## src/rtl/nmi_arbiter.sv

```systemverilog
// Round-robin N-to-1 NMI arbiter; each transaction is locked to one master from grant to completion.
// Latency: request sampled in IDLE in cycle t reaches m_nmi_valid in t+1; one transaction per 2 cycles peak.
// Backpressure: m_nmi_ready stalls hold BUSY; optional stall abort via NMI_ARBITER_TIMEOUT_EN.
module nmi_arbiter #(
  parameter int N_MASTERS      = 2,
  parameter int ADDR_WIDTH     = 32,
  parameter int DATA_WIDTH     = 32,
  parameter int WSTRB_WIDTH    = (DATA_WIDTH-1)/8+1,
  parameter int TIMEOUT_CYCLES = 16
) (
  input  logic                               clk,
  input  logic                               resetn,
  input  logic [N_MASTERS-1:0]               s_nmi_valid,
  input  logic [N_MASTERS-1:0]               s_nmi_instr,
  output logic [N_MASTERS-1:0]               s_nmi_ready,
  input  logic [N_MASTERS*ADDR_WIDTH-1:0]    s_nmi_addr,
  input  logic [N_MASTERS*DATA_WIDTH-1:0]    s_nmi_wdata,
  input  logic [N_MASTERS*WSTRB_WIDTH-1:0]   s_nmi_wstrb,
  output logic [N_MASTERS*DATA_WIDTH-1:0]    s_nmi_rdata,
  output logic                               m_nmi_valid,
  output logic                               m_nmi_instr,
  input  logic                               m_nmi_ready,
  output logic [ADDR_WIDTH-1:0]              m_nmi_addr,
  output logic [DATA_WIDTH-1:0]              m_nmi_wdata,
  output logic [WSTRB_WIDTH-1:0]             m_nmi_wstrb,
  input  logic [DATA_WIDTH-1:0]              m_nmi_rdata
`ifdef NMI_ARBITER_TIMEOUT_EN
  ,
  output logic                               timeout_err
`endif
);

  localparam int GW = (N_MASTERS > 1) ? $clog2(N_MASTERS) : 1;
  localparam logic [DATA_WIDTH-1:0] DEAD_PATTERN = {DATA_WIDTH/16{16'hDEAD}};

  typedef enum logic {IDLE, BUSY} state_t;

  state_t                 state_q, state_d;
  logic [GW-1:0]          grant_q, grant_d;
  logic [GW-1:0]          rr_ptr_q, rr_ptr_d;
  logic [GW-1:0]          sel;
  logic [GW-1:0]          cand;
  logic [GW-1:0]          pick_idx;
  logic                   pick_vld;
  logic [GW-1:0]          next_ptr;
  logic                   abort;
  logic [DATA_WIDTH-1:0]  rdata_bcast;

  logic [ADDR_WIDTH-1:0]  addr_a  [N_MASTERS];
  logic [DATA_WIDTH-1:0]  wdata_a [N_MASTERS];
  logic [WSTRB_WIDTH-1:0] wstrb_a [N_MASTERS];

  for (genvar i = 0; i < N_MASTERS; i++) begin : g_slice
    assign addr_a[i]  = s_nmi_addr[i*ADDR_WIDTH +: ADDR_WIDTH];
    assign wdata_a[i] = s_nmi_wdata[i*DATA_WIDTH +: DATA_WIDTH];
    assign wstrb_a[i] = s_nmi_wstrb[i*WSTRB_WIDTH +: WSTRB_WIDTH];
    assign s_nmi_rdata[i*DATA_WIDTH +: DATA_WIDTH] = rdata_bcast;
  end

  // Outside BUSY the request fields simply show slice 0.
  assign sel         = (state_q == BUSY) ? grant_q : '0;
  assign m_nmi_addr  = addr_a[sel];
  assign m_nmi_wdata = wdata_a[sel];
  assign m_nmi_wstrb = wstrb_a[sel];
  assign m_nmi_instr = s_nmi_instr[sel];
  assign rdata_bcast = abort ? DEAD_PATTERN : m_nmi_rdata;
  assign next_ptr    = (grant_q == GW'(N_MASTERS-1)) ? '0 : grant_q + 1'b1;

  // Descending scan so the candidate closest to rr_ptr is the last one written.
  always_comb begin
    pick_vld = 1'b0;
    pick_idx = '0;
    cand     = '0;
    for (int k = N_MASTERS-1; k >= 0; k--) begin
      cand = GW'((int'(rr_ptr_q) + k) % N_MASTERS);
      if (s_nmi_valid[cand]) begin
        pick_vld = 1'b1;
        pick_idx = cand;
      end
    end
  end

`ifdef NMI_ARBITER_TIMEOUT_EN
  localparam int CW = $clog2(TIMEOUT_CYCLES+1);
  logic [CW-1:0] stall_q;

  assign abort       = (state_q == BUSY) && (stall_q == CW'(TIMEOUT_CYCLES));
  assign timeout_err = abort;

  always_ff @(posedge clk or negedge resetn) begin
    if (!resetn) begin
      stall_q <= '0;
    end else if (state_q == IDLE) begin
      stall_q <= '0;
    end else if (!m_nmi_ready && !abort) begin
      stall_q <= stall_q + 1'b1;
    end
  end
`else
  assign abort = 1'b0;
`endif

  always_comb begin
    state_d     = state_q;
    grant_d     = grant_q;
    rr_ptr_d    = rr_ptr_q;
    m_nmi_valid = 1'b0;
    s_nmi_ready = '0;
    case (state_q)
      IDLE: begin
        if (pick_vld) begin
          grant_d = pick_idx;
          state_d = BUSY;
        end
      end
      BUSY: begin
        m_nmi_valid = s_nmi_valid[grant_q] & ~abort;
        if (abort || (m_nmi_valid && m_nmi_ready)) begin
          s_nmi_ready[grant_q] = 1'b1;
          rr_ptr_d             = next_ptr;
          state_d              = IDLE;
        end else if (!s_nmi_valid[grant_q]) begin
          // Master withdrew mid-transaction: drop it without moving priority.
          state_d = IDLE;
        end
      end
      default: state_d = IDLE;
    endcase
  end

  always_ff @(posedge clk or negedge resetn) begin
    if (!resetn) begin
      state_q  <= IDLE;
      grant_q  <= '0;
      rr_ptr_q <= '0;
    end else begin
      state_q  <= state_d;
      grant_q  <= grant_d;
      rr_ptr_q <= rr_ptr_d;
    end
  end

endmodule

```

## config.mk

```make
export PLATFORM = sky130hd
export DESIGN_NAME = nmi_arbiter
export DESIGN_NICKNAME = d
export VERILOG_FILES = /design/src/rtl/nmi_arbiter.sv
export SDC_FILE = /design/constraint.sdc
export NUM_CORES = 1
export LEC_CHECK = 0
export BUFFER_PORTS_ARGS = -buffer_cell sky130_fd_sc_hd__buf_2
export CAP_MARGIN = 20
export CORE_AREA = 2 2 121 123
export CTS_BUF_LIST = sky130_fd_sc_hd__clkbuf_4
export DETAILED_ROUTE_END_ITERATION = 7
export DIE_AREA = 0 0 123 125
export SYNTH_ARGS = -nofsm -noshare
export SYNTH_HDL_FRONTEND = slang
export SYNTH_SLANG_ARGS = --single-unit
```

## constraint.sdc

```tcl
create_clock -name clk -period 1.44 [get_ports clk]
set_input_delay 0.072 -clock clk [delete_from_list [all_inputs] [get_ports clk]]
set_output_delay 0.072 -clock clk [all_outputs]
set_load 0.02 [all_outputs]
```

==> impl_metrics.csv <==
group,metric,value,unit
status,status,"complete, but fails checks",
status,violations,"setup timing",
critical_path,timing.rr.end,"rr_ptr_q",
critical_path,r2r-start,"grant_q",
grt,grt_pass1_wl,9.301,mm
timing,fin_skew,0.004188,ns
cts,clock_sinks,3,
critical_path,critPathMaxFanout,7,
drt,wl,8.611,mm
pwr,switching_share,42.86,%
drt,drt_iter0_drc,18,
timing,worst_pin_slew,0.1726,ns
die,dieWidth,123,um
flow_run,cap_violations,0,
cts,numCtsBuffers,3,
cts,cts_post_setup_buffers_inserted,0,
critical_path,critPathLaunchType,"flip-flop",
timing,rsz0062_at_grt,"yes",
grt,gr-total-overflow,0,
drt,route.detailed.wl_per_inst,17.09,um
cells_and_area,final_nets,496,
min_path,hp-class,"primary input to flip-flop",
pwr,p_clk_share,4.1,%
timing,max_slew_margin,88.16,%
cells_and_area,synthToLayoutAreaGrowth,107.1,%
die,ios,311,
yosys,netlist_area,0.001515,mm^2
drt,num_vias,1829,
placed_design,dp_slack,0.06716,ns
drt,drt_pass1_iterations,4,
drt,viasPerCell,3.629,
timing,fin_crit_sh,110.0,%
yosys,ys_warn_count,0,
die,die-area,0.01538,mm^2
placed_design,dp_hpwl,6.340,mm
timing,fin_crit,1.585,ns
cts,clock_path_buffers,2,
critical_path,critPathKind,"flip-flop to output pin",
die,rows,44,
cells_and_area,fin_cells,504,
critical_path,worstPathArrival,1.51,ns
die,coreArea,0.01420,mm^2
cts,cts_root_buffer,"clkbuf_4",
grt,first_global_vias,1779,
yosys,synth_cells,159,
placed_design,port_buffers,214,
timing,setup_slack,-0.1446,ns
critical_path,reg2reg_slack,0.38,ns
pwr,power_leakage,1.760,nW
cts,path_clk_slew,0.04,ns
pwr,powerDensity,1301,mW/mm^2
cts,cts_tree,"done",
critical_path,cp.required,1.37,ns
grt,grt_antenna_before_repair,0,
placed_design,gp_congestion,0.8203,
drt,drc,0,
critical_path,reg2regPathDepth,3,
cts,htreeDepth,1,
cells_and_area,fillerInstances,1570,
yosys,ys_ff_latch,3,
min_path,hold-path-cell-count,2,
pwr,pwr-share-comb,91.5,%
cells_and_area,n_antenna_cell,0,
die,die_height,125,um
yosys,synth_seq_area_share,4.955,%
timing,max_freq,631.1,MHz
pwr,max-vdd-ir-drop,0.5777,mV
timing,setup_tns,-7.874,ns
drt,ant_nets,0,
timing,setup_viol,69,
cts,insertion_delay,0.23,ns
critical_path,end_kind,"output pin",
yosys,syn_nets,334,
pwr,switching_power,0.001750,W
cells_and_area,drive_above_1_share,95.00,%
placed_design,placed_cells,489,
timing,hold_viol,0,
die,start_util,10.67,%
pwr,seqPwrFrac,4.4,%
pwr,cellInternalPower,0.002333,W
min_path,holdPathEnd,"state_q",
yosys,synth_cell_types,18,
timing,maxSlewViolCount,0,
grt,grt_max_degree,41,
min_path,min_from,"m_nmi_ready",
yosys,syn_area_per_cell,9.530,um^2
grt,grt_usage,8.089,%
==> metal layers <==
metal,GRT usage (%),vias up,part of all wire (%)
li1,-,812,-
met1,9.161,827,38
met2,15.05,171,50
met3,1.505,19,10
met4,2.473,0,1.4
met5,0,-,0
==> power groups by stage <==
stage	Sequential (W)	Combinational, W	Clock [W]
5_1_grt	0.000187	0.00393	0.000182
3_3_place_gp	0.000145	0.00248	0
4_1_cts	0.000144	0.00256	0.000178
2_1_floorplan	0.000140	0.00189	0
3_5_place_dp	0.000145	0.00247	0
6_report	0.000179	0.00374	0.000167
==> worst max-delay path, cell delays in order (launching register included) <==
cell	delay [ns]
dfrtp_2	0.46
nand2_8	0.17
clkbuf_16	0.19
mux2_4	0.31
buf_6	0.14
==> layout make-up <==
| type | count | area, um^2 | area share, % |
|---|---|---|---|
| clock buffers | 4 | 30.03 | 0.9569 |
| multi-input cells | 85 | 1109 | 35.33 |
| flip-flops and latches | 3 | 77.57 | 2.472 |
| well taps | 184 | 230.2 | 7.337 |
| repair buffers | 228 | 1692 | 53.91 |
==> stage by stage <==
step / utilization [%] / hold slack, ns / cell area (um^2) / total power [W]
2_1_floorplan: - / -0.2236 / 1515 / 0.002032
3_3_place_gp: 16.50 / -0.1277 / 2344 / 0.002621
3_5_place_dp: 16.50 / -0.1266 / 2344 / 0.002619
4_1_cts: 17.11 / 0.04920 / 2430 / 0.002879
5_1_grt: 22.09 / 0.06988 / 3138 / 0.004297
6_report: 22.09 / 0.06005 / 3138 / 0.004083
==> kinds of logic after synthesis <==
kind of cell	share of synthesized area [%]
muxes	54.42
buffers and inverters	35.18
DFF	4.954
and+or+nand+nor	4.046
AOI/OAI and AO/OA	1.404
==> synth_stat cells, drive strengths merged <==
cell | instances | area [um^2]
a2bb2oi | 1 | 8.760
a31oi | 1 | 6.260
and4 | 1 | 8.760
buf | 71 | 528.0
clkbuf | 1 | 5.000
dfrtp | 3 | 75.07
mux2 | 69 | 814.5
mux2i | 1 | 10.01
nand2 | 2 | 10.01
nand3 | 1 | 5.000
nor2 | 2 | 7.510
nor2b | 4 | 25.02
nor3 | 1 | 5.000
o22ai | 1 | 6.260
==> how the worst max path moves through the flow <==
stage,startpoint,end,slack [ns],cells after the start
after floorplan,state_q,m_nmi_wdata[10],0.14,5
after global placement,grant_q,m_nmi_addr[9],0.06,4
after detailed placement,grant_q,m_nmi_addr[9],0.07,4
after CTS,state_q,m_nmi_addr[9],-0.20,4
after global routing,state_q,m_nmi_wdata[2],-0.20,4
final,state_q,m_nmi_wdata[15],-0.14,4
==> placed cells by master, fill, tap and decap left out, types with 2 or more instances in the layout <==
| master | instances |
|---|---|
| buf_2 | 155 |
| buf_6 | 60 |
| mux2_4 | 57 |
| mux2_2 | 12 |
| clkbuf_16 | 5 |
| nor2b_1 | 4 |
| clkbuf_4 | 4 |
| buf_4 | 3 |
| nor2_1 | 2 |
| buf_12 | 2 |
| dfrtp_2 | 2 |
==> sequential cells by signal, summed over array words and instances (netlist names) <==
| name | cells |
|---|---|
| rr_ptr_q | 1 |
| state_q | 1 |
| grant_q | 1 |
==> repair_timing <==
item | 4_1_cts | 5_1_grt
hold buffers | 1 | 0
hold endpoints to repair | 3 | 0
gates cloned | 0 | 10
setup endpoints to repair | 69 | 69
resized for setup | 16 | 160
pin swaps | 0 | 2
(Power assumes the default switching activity.)
